===== config.mk =====
export PLATFORM = sky130hd
export DESIGN_NAME = demux2_stream
export DESIGN_NICKNAME = d
export VERILOG_FILES = /design/src/rtl/demux2_stream.sv
export SDC_FILE = /design/constraint.sdc
export NUM_CORES = 1
export LEC_CHECK = 0
export CAP_MARGIN = 20
export CELL_PAD_IN_SITES_DETAIL_PLACEMENT = 1
export CELL_PAD_IN_SITES_GLOBAL_PLACEMENT = 2
export CORE_ASPECT_RATIO = 1.4
export CORE_UTILIZATION = 26
export CTS_CLUSTER_SIZE = 30
export DETAILED_ROUTE_END_ITERATION = 16
export GPL_ROUTABILITY_DRIVEN = 0
export PLACE_DENSITY = 0.88
export SYNTH_ARGS = -nofsm -noshare
export SYNTH_HDL_FRONTEND = slang
export SYNTH_SLANG_ARGS = --single-unit

===== constraint.sdc =====
create_clock -name clk -period 2.68 [get_ports clk]
set_clock_uncertainty 0.1 [all_clocks]
set_input_delay 0.67 -clock clk [delete_from_list [all_inputs] [get_ports clk]]
set_output_delay 0.67 -clock clk [all_outputs]
set_load 0.01 [all_outputs]

===== src/rtl/demux2_stream.sv =====
// ---------------------------------------------------------------------------
// demux2_stream
//   Routes a valid/ready sample stream to one of two registered output
//   channels. In explicit mode (mode=0) in_sel picks the channel; in
//   alternating mode (mode=1) an internal toggle sends even samples to out0
//   and odd samples to out1. pair_done pulses when an odd sample completes a
//   pair.
//
// Ports
//   clk                     : clock, all state updates on the rising edge
//   rst                     : synchronous active-high reset
//   in_data  [SIZE-1:0]     : incoming signed sample
//   in_valid                : in_data/in_sel valid this cycle
//   in_ready                : block accepts the input this cycle (combinational)
//   in_sel                  : destination channel when mode=0
//   mode                    : 0 = explicit select, 1 = alternating routing
//   out0_data/out1_data     : registered channel samples
//   out0_valid/out1_valid   : channel register holds a sample
//   out0_ready/out1_ready   : downstream consumes the channel sample
//   pair_done               : one-cycle pulse after the odd sample of a pair
// ---------------------------------------------------------------------------
module demux2_stream #(
  parameter int SIZE = 10
) (
  input  logic                   clk,
  input  logic                   rst,
  input  logic signed [SIZE-1:0] in_data,
  input  logic                   in_valid,
  output logic                   in_ready,
  input  logic                   in_sel,
  input  logic                   mode,
  output logic signed [SIZE-1:0] out0_data,
  output logic signed [SIZE-1:0] out1_data,
  output logic                   out0_valid,
  output logic                   out1_valid,
  input  logic                   out0_ready,
  input  logic                   out1_ready,
  output logic                   pair_done
);

  logic signed [SIZE-1:0] out0_data_q, out0_data_d;
  logic signed [SIZE-1:0] out1_data_q, out1_data_d;
  logic                   out0_valid_q, out0_valid_d;
  logic                   out1_valid_q, out1_valid_d;
  logic                   tgl_q, tgl_d;
  logic                   mode_q, mode_d;
  logic                   pair_done_q, pair_done_d;

  logic tgl_eff_s;
  logic dest_s;
  logic ch0_free_s;
  logic ch1_free_s;
  logic in_ready_s;
  logic accept_s;
  logic load0_s;
  logic load1_s;

  // Routing, handshake and next-state computation.
  always_comb begin
    tgl_eff_s    = 1'b0;
    dest_s       = 1'b0;
    ch0_free_s   = 1'b0;
    ch1_free_s   = 1'b0;
    in_ready_s   = 1'b0;
    accept_s     = 1'b0;
    load0_s      = 1'b0;
    load1_s      = 1'b0;
    out0_data_d  = out0_data_q;
    out1_data_d  = out1_data_q;
    out0_valid_d = out0_valid_q;
    out1_valid_d = out1_valid_q;
    tgl_d        = tgl_q;
    mode_d       = mode;
    pair_done_d  = 1'b0;

    // A mode change clears the toggle in the same cycle, so a sample offered
    // on the first cycle of a new alternating run already routes to out0.
    if (mode != mode_q) begin
      tgl_eff_s = 1'b0;
    end else begin
      tgl_eff_s = tgl_q;
    end

    if (mode) begin
      dest_s = tgl_eff_s;
    end else begin
      dest_s = in_sel;
    end

    // A channel can take a sample if empty or being drained this cycle.
    ch0_free_s = !out0_valid_q || out0_ready;
    ch1_free_s = !out1_valid_q || out1_ready;

    if (dest_s) begin
      in_ready_s = ch1_free_s;
    end else begin
      in_ready_s = ch0_free_s;
    end

    accept_s = in_valid && in_ready_s;
    load0_s  = accept_s && !dest_s;
    load1_s  = accept_s && dest_s;

    // Load wins over drain so a simultaneous drain+load leaves no bubble.
    if (load0_s) begin
      out0_valid_d = 1'b1;
      out0_data_d  = in_data;
    end else if (out0_valid_q && out0_ready) begin
      out0_valid_d = 1'b0;
    end else begin
      out0_valid_d = out0_valid_q;
    end

    if (load1_s) begin
      out1_valid_d = 1'b1;
      out1_data_d  = in_data;
    end else if (out1_valid_q && out1_ready) begin
      out1_valid_d = 1'b0;
    end else begin
      out1_valid_d = out1_valid_q;
    end

    if (accept_s && mode) begin
      tgl_d       = ~tgl_eff_s;
      pair_done_d = tgl_eff_s;
    end else begin
      tgl_d       = tgl_eff_s;
      pair_done_d = 1'b0;
    end
  end

  // State registers with synchronous reset.
  always_ff @(posedge clk) begin
    if (rst) begin
      out0_data_q  <= {SIZE{1'b0}};
      out1_data_q  <= {SIZE{1'b0}};
      out0_valid_q <= 1'b0;
      out1_valid_q <= 1'b0;
      tgl_q        <= 1'b0;
      mode_q       <= 1'b0;
      pair_done_q  <= 1'b0;
    end else begin
      out0_data_q  <= out0_data_d;
      out1_data_q  <= out1_data_d;
      out0_valid_q <= out0_valid_d;
      out1_valid_q <= out1_valid_d;
      tgl_q        <= tgl_d;
      mode_q       <= mode_d;
      pair_done_q  <= pair_done_d;
    end
  end

  assign in_ready   = in_ready_s;
  assign out0_data  = out0_data_q;
  assign out1_data  = out1_data_q;
  assign out0_valid = out0_valid_q;
  assign out1_valid = out1_valid_q;
  assign pair_done  = pair_done_q;

endmodule


# --- After elaboration in Yosys (flattened, before gate mapping) ---
# Index checks and enable logic that the tools add are counted.
word_totals:
  reg_bits: 25
  latchBits: 0
  mem_bits_rw: 0
  rom_bits: 0
  out_inout_bits: 24
  wordCells: 32
  memories: 0
classes:
  addsub: 0
  n_mul: 0
  n_div: 0
  order_cmp: 0
  n_eq_ne: 1
  n_shift: 0
  muxes: 8
  bitwise: 2
  n_reduce_logical: 14
op_table:
  columns: ["op", "n"]
  rows:
  - ["$mux W1", 8]
  - ["$logic_and A1 B1 Y1", 6]
  - ["$reduce_bool A2 Y1", 2]
  - ["$logic_not A1 Y1", 3]
  - ["$logic_or A1 B1 Y1", 2]
  - ["$not A1 Y1", 2]
  - ["$reduce_or A2 Y1", 1]
  - ["$ne A1 B1 Y1", 1]

# --- Longest topological paths before layout ---
# Gate-level depths: netlist (run 1).
depth:
  depth_word: 8
  ltp_mapped: 5
  mapped_depth_nobuf: 4

# --- Worst setup path before layout (run 1) ---
# OpenSTA, ideal clock, no wires.
synth_path:
  kind: "input-to-output"
  from: "in in_sel"
  to: "out in_ready"
  arrival_time_ps: 1316
  t_required_ps: 1910
  slack_ps: 594
  stages: 3
  n_path_buf: 0
  path_cell_list: "nor2b_1 > nor2_1 > mux2_1"
synth_between:
  elab_chain_len: 2
synth_rtl:
  columns: ["item", "line_no", "source"]
  rows:
  - ["start, declared", "30", "input logic in_sel,"]
  - ["$mux W1", "84", "if (mode) begin"]
  - ["$mux W1", "94", "if (dest_s) begin"]
  - ["end, declared", "29", "output logic in_ready,"]
# No other way between the ends.

# --- Final worst setup path (run 1) ---
layout_path:
  from: "in out0_ready"
  to: "out in_ready"
layout_between:
  elab_chain_len: 2
layout_rtl:
  columns: ["item", "line_no", "source"]
  rows:
  - ["start, declared", "36", "input logic out0_ready,"]
  - ["$logic_or A1 B1 Y1", "91", "ch0_free_s = !out0_valid_q || out0_ready;"]
  - ["$mux W1", "94", null]
# No other way between the ends.

==> results of run 1 <==
stage by stage:
stage                     hold slack (ps)  std cells
after floorplan                       357         91
after CTS                             406        180
after global routing                  424        180
after global placement                377        176
final                                 400        180
after detailed placement              387        176
final timing paths:
path                    from            to  slack (ps)
setup / recovery  out0_ready      in_ready         160
hold / removal        mode_q     pair_done         400
setup reg to reg       tgl_q  out0_data[7]        1170
hold reg to reg       mode_q     pair_done         400
flip-flops by register name, summed over array words and instances (netlist names):
register / count
out1_valid: 1
pair_done: 1
out0_data: 10
mode_q: 1
out1_data: 10
tgl_q: 1
out0_valid: 1
final cells by class:
cell class	instances	area [um^2]	area share
Timing Repair Buffer	47	462	0.306
Clock buffer	4	45.0	0.0299
Multi-Input combinational cell	60	439	0.292
Tap cell	42	52.6	0.0349
Inverter	2	7.51	0.00498
Sequential cell	25	500	0.332
where the power goes:
part | switching, uW | total [uW] | internal, uW
registers | 10.5 | 401 | 391
logic | 59.4 | 142 | 82.9
clock network | 104 | 209 | 106
Yosys cell counts:
cell       n  area share
dfxtp_1   25        0.51
nor2_1    21       0.080
mux2i_1   20        0.20
a21oi_1    3       0.015
clkbuf_1   2      0.0076
inv_1      2      0.0076
nand2_1    2      0.0076
nand2b_1   2       0.013
a31oi_1    1      0.0063
and3_4     1       0.011
buf_12     1       0.020
buf_8      1       0.015
mux2_1     1       0.011
nand2b_2   1      0.0089
nand3_1    1      0.0051
nand4b_4   1       0.024
nor2b_1    1      0.0063
nor3_1     1      0.0051
o211ai_4   1       0.022
o21a_1     1      0.0076
o32ai_1    1      0.0089
or2b_1     1      0.0076
metal layers:
layer	track usage	vias to the layer above	wire length [um]
met5	0	-	0
met4	0.0342	0	8
met3	0.0202	2	114
met2	0.241	22	1350
met1	0.141	389	954
li1	-	400	-
cell families (layout without fill, tap and decap cells):
kind of cell,count (synthesis),in the layout
and+or+nand+nor,32,32
AOI/OAI and AO/OA,7,7
muxes,21,21
buffers and inverters,6,53
DFF,25,25
what timing repair did:
| item | 4_1_cts | 5_1_grt |
|---|---|---|
| pin swaps | 0 | 1 |
| resized for setup | 6 | 1 |
| endpoints found under the setup margin | 1 | 1 |
worst register-to-register path: stages, from the launching register on:
cell and delay, ps:
dfxtp_1 330, and3_4 180, buf_4 140, nand4b_4 350, mux2i_1 240, nor2_1 50
placed cells by master (no fill, tap or decap):
master and instances:
mux2_1 1, buf_12 1, dlygate4sd2_1 1, nor3_1 1, or2b_1 1, buf_2 1, and3_4 1, dfxtp_1 25
o21a_1 1, clkdlybuf4s50_1 37, a21oi_1 3, a31oi_1 1, nor2_1 21, nand2b_2 1, mux2i_1 20, buf_4 6
inv_1 2, o211ai_4 1, nand3_1 1, clkbuf_8 3, dlymetal6s2s_1 1, clkbuf_1 1, nand2_1 2, nand2b_1 2
nor2b_2 1, nand4b_4 1, o32ai_1 1
==> out/summary.txt, run 1 <==
Final Power -> 753 uW
DR pass1 iterations -> 2
Final Hold Fails -> 0
Tmin final -> 2520 ps
Final Max Slew Viols -> 0
LEAKAGE -> 0.000673 uW
cts hold-fix bufs -> 0
total global routing overflow -> 0
post-synthesis sequential area ratio -> 0.507
Nets -> 156
CP delay by family, top -> buffers and inverters
Initial Util -> 0.271
Tot GR Track Use -> 0.127
relative max-transition margin -> 0.744
Post-Synth XOR/XNOR Area -> 0
first-pass GRT wire length -> 3.79 mm
status -> completed
post-synth cell types -> 22
largest net degree at the start of global routing -> 16
average cell area after synthesis -> 10.8 um^2
DR WL/cell -> 13.5 um
Setup Fix Bufs, Post-CTS -> 0
H-tree levels -> 1
Worst Hold Class -> reg -> reg
Worst setup SP type -> primary input
Placed Area -> 1460 um^2
crit-path max FO -> 2
Longest Clk Path Bufs -> 2
clock tree from TritonCTS -> yes
Post-Synthesis Cell Area -> 987 um^2
RSZ-0062 raised after global routing -> false
Finish-stage setup viols -> 0
CP peak stage delay -> 400 ps
routed vias -> 813
worst setup margin -> 159 ps
Die Y -> 74.9 um
Filler Cells Inserted -> 425
yosys warns -> 0
Max Cap Violations -> 0
Initial DRC Count -> 3
site row count -> 26
CTS Buf Count -> 3
share of post-route cells with drive strength above 1 -> 0.116
multiplexer share of the synthesized area -> 0.214
Max Fclk -> 397 MHz
routed vias/inst -> 4.52
slowest stage cell, crit path -> clkdlybuf4s50_1
Worst-path clk slew -> 80 ps
antenna-violating nets left -> 0
Die ar. -> 4050 um^2
Yosys reg bits -> 25
syn nets -> 108
crit path DAT -> 1750 ps
Setup TNS Final -> 0 ps
Core Area -> 3640 um^2
Compound-Gate Fraction of Synth Area -> 0.0596
Setup CP Type -> in -> out
Max IR drop VDD -> 247 uV
post-route DRC violation count -> 0
Root Buffer -> clkbuf_8
vias in the first global route -> 864
R2R cell count -> 5
ANT cells -> 0
pre-CTS setup slack -> -369 ps
post-DP HPWL -> 1.90 mm
pwr/cell area -> 500 nW/um^2
Routed WL -> 2.43 mm
Synth Area in Simple Gates -> 0.169
final core utilization -> 0.413
Post-Synth Adder-Cell Area -> 0
number of port buffers -> 40
CP endpoint kind -> output port
Ports -> 41
Critical Path, Cell by Cell -> clkdlybuf4s50_1 > or2b_1 > mux2_1 > buf_2
antenna violations before repair -> 0
Mapped Cells -> 91
Worst path depth -> 4
worst-skew pair later-pin latency -> 250 ps
Critical Path RT -> 1910 ps
Sinks on Clock Net -> 25
cell area after layout -> 1510 um^2
largest family of logic cells by synthesized area -> multiplexers
Die Wd -> 54.1 um
Worst-Margin Slew -> 382 ps
hold depth -> 2
area grow syn2layout -> 52.6%
CP Buf/Inv Count -> 2
Final Cycle Share -> 0.941
Note: power is estimated with default switching activity, not from simulation.
==> run 2, diff against run 1 <==
--- a/config.mk
+++ b/config.mk
@@ -13,6 +13,7 @@
 export CTS_CLUSTER_SIZE = 30
 export DETAILED_ROUTE_END_ITERATION = 16
 export GPL_ROUTABILITY_DRIVEN = 0
+export HOLD_SLACK_MARGIN = 0.1
 export PLACE_DENSITY = 0.88
 export SYNTH_ARGS = -nofsm -noshare
 export SYNTH_HDL_FRONTEND = slang
==> results of run 2 <==
Same layout as run 1: the final DEF is identical, and so are final timing and power.
==> run 3, diff against run 2 <==
--- a/config.mk
+++ b/config.mk
@@ -5,10 +5,12 @@
 export SDC_FILE = /design/constraint.sdc
 export NUM_CORES = 1
 export LEC_CHECK = 0
+export ABC_CLOCK_PERIOD_IN_PS = 2680
 export CAP_MARGIN = 20
 export CELL_PAD_IN_SITES_DETAIL_PLACEMENT = 1
 export CELL_PAD_IN_SITES_GLOBAL_PLACEMENT = 2
 export CORE_ASPECT_RATIO = 1.4
+export CORE_MARGIN = 8
 export CORE_UTILIZATION = 26
 export CTS_CLUSTER_SIZE = 30
 export DETAILED_ROUTE_END_ITERATION = 16
==> run 3 against run 2 <==
  * Core utilization down 0.21 points
  * First-iteration DRC count rose to 2.7 times the previous value
  * Maximum frequency down 2.8%
  * Final cell count unchanged
  * Via count up 1.5%
  * Die area up 49%
  * Sequential cell count unchanged
  * Final area down 0.50%
  * Sequential power about the same
  * Critical endpoint unchanged
  * Largest cell class unchanged
==> out/summary.txt, run 3 (synthesized netlist as in run 1, its figures left out) <==
share of post-route cells with drive strength above 1 -> 0.116 (unchanged)
Post-CTS Resized -> 4 (-2)
site row count -> 26 (unchanged)
DR WL/cell -> 15.8 um (+17%)
crit path DAT -> 1820 ps (+70 ps)
commonest non-fill, non-tap cell in the layout -> clkdlybuf4s50_1
clock tree from TritonCTS -> yes
Max IR drop VDD -> 350 uV (+42%)
ANT cells -> 0 (unchanged)
number of port buffers -> 40 (unchanged)
Finish-stage setup viols -> 0 (unchanged)
Worst Hold Class -> reg -> reg
LEAKAGE -> 0.000661 uW (-1.9%)
Max Fclk -> 386 MHz (-2.8%)
area grow syn2layout -> 51.8%
pre-CTS setup slack -> -355 ps (+14.3 ps)
Routed WL -> 2.84 mm (+17%)
cts hold-fix bufs -> 0 (unchanged)
worst setup margin -> 87.0 ps (-71.7 ps)
Final Cycle Share -> 0.968 (+0.0267)
Tmin final -> 2590 ps (+71.7 ps)
Longest Clk Path Bufs -> 2 (unchanged)
H-tree levels -> 1 (unchanged)
area occupied by multi-input gates -> 439 um^2 (unchanged)
Nets -> 156 (unchanged)
Worst setup SP type -> primary input
RSZ-0062 raised after global routing -> false
CP endpoint kind -> output port
CP peak stage delay -> 390 ps (about the same)
Ports -> 41 (unchanged)
CP delay by family, top -> buffers and inverters
pwr/cell area -> 514 nW/um^2 (+2.8%)
Die Y -> 88.9 um (+19%)
Filler Cells Inserted -> 422 (-0.71%)
Die Wd -> 68.1 um (+26%)
Tot GR Track Use -> 0.0990 (-0.0280)
worst-skew pair later-pin latency -> 270 ps (+20 ps)
CP Buf/Inv Count -> 2 (unchanged)
most frequent cells in the layout -> clkdlybuf4s50_1, dfxtp_1, nor2_1
vias in the first global route -> 972 (+13%)
Setup CP Type -> in -> out
largest net degree at the start of global routing -> 25 (+9)
routed vias -> 825 (+1.5%)
Critical Path RT -> 1910 ps (about the same)
status -> completed
DR pass1 iterations -> 4 (+2)
Sinks on Clock Net -> 25 (unchanged)
Critical Path, Cell by Cell -> clkdlybuf4s50_1 > or2b_1 > mux2_1 > clkdlybuf4s15_1
antenna-violating nets left -> 0 (unchanged)
Die ar. -> 6050 um^2 (+49%)
Root Buffer -> clkbuf_8
final core utilization -> 0.411 (-0.00206)
Setup Fix Bufs, Post-CTS -> 0 (unchanged)
Initial Util -> 0.271 (unchanged)
CTS Buf Count -> 3 (unchanged)
routed vias/inst -> 4.58 (+1.5%)
Core Area -> 3640 um^2 (unchanged)
antenna violations before repair -> 0 (unchanged)
relative max-transition margin -> 0.765 (+0.0205)
Register Area -> 500 um^2 (unchanged)
Final Hold Fails -> 0 (unchanged)
Worst-path clk slew -> 80 ps (about the same)
first-pass GRT wire length -> 4.64 mm (+22%)
total global routing overflow -> 0 (unchanged)
crit-path max FO -> 2 (unchanged)
post-route DRC violation count -> 0 (unchanged)
slowest stage cell, crit path -> clkdlybuf4s50_1
Final Max Slew Viols -> 0 (unchanged)
Initial DRC Count -> 8 (+5)
Max Cap Violations -> 0 (unchanged)
post-DP HPWL -> 2.20 mm (+16%)
Worst-Margin Slew -> 352 ps (-30.6 ps)
-- run 3: cell count changes in the layout (fill, tap and decap cells not counted), sizes merged --
cell | previous run | this run
dlygate4sd2 | 1 | 2
buf | 8 | 7
clkdlybuf4s15 | 0 | 1
dlymetal6s2s | 1 | 0
clkinvlp | 0 | 1
clkbuf | 4 | 3
-- run 3: cell type report --
cell class,instances,share of cell area
sequential,25,0.334
timing repair buffer,47,0.301
multi-input combinational,60,0.293
tap,42,0.0351
clock buffer,3,0.0275
clock inverter,1,0.00501
inverter,2,0.00501
-- run 3: final timing paths --
check | slack, ps | cells after the start | to | from
setup / recovery | 90 | 4 | in_ready | out0_ready
hold / removal | 410 | 2 | pair_done | tgl_q
setup reg to reg | 1100 | 6 | out1_data[9] | tgl_q
hold reg to reg | 410 | 2 | pair_done | tgl_q
-- run 3: stage by stage --
stage,std cells,hold WS (ps),area (um^2),total power [uW],TNS (ps)
after floorplan,91,357,987,477,0
after global placement,176,376,1450,549,-319
after detailed placement,176,392,1450,556,-355
after CTS,180,408,1500,784,0
after global routing,180,431,1500,806,0
final,180,406,1500,770,0
-- run 3: worst register-to-register path: stages, from the launching register on --
cell	delay, ps
dfxtp_1	330
and3_4	180
buf_4	140
o211ai_4	160
buf_4	250
mux2i_1	230
nor2_1	70
-- run 3: report_power, final --
part / internal, uW / switching [uW] / leakage [uW] / total [uW]
clock: 105 / 121 / 0.0000217 / 226
combinational: 81.0 / 61.2 / 0.000434 / 142
sequential: 391 / 10.5 / 0.000205 / 401
total: 577 / 193 / 0.000661 / 770
-- run 3: per-layer routing --
metal	global-route usage	part of all wire	up-vias
met5	0	0	-
met4	0.0393	0.0099	0
met3	0.0326	0.065	2
met2	0.176	0.55	23
met1	0.103	0.37	402
li1	-	-	398
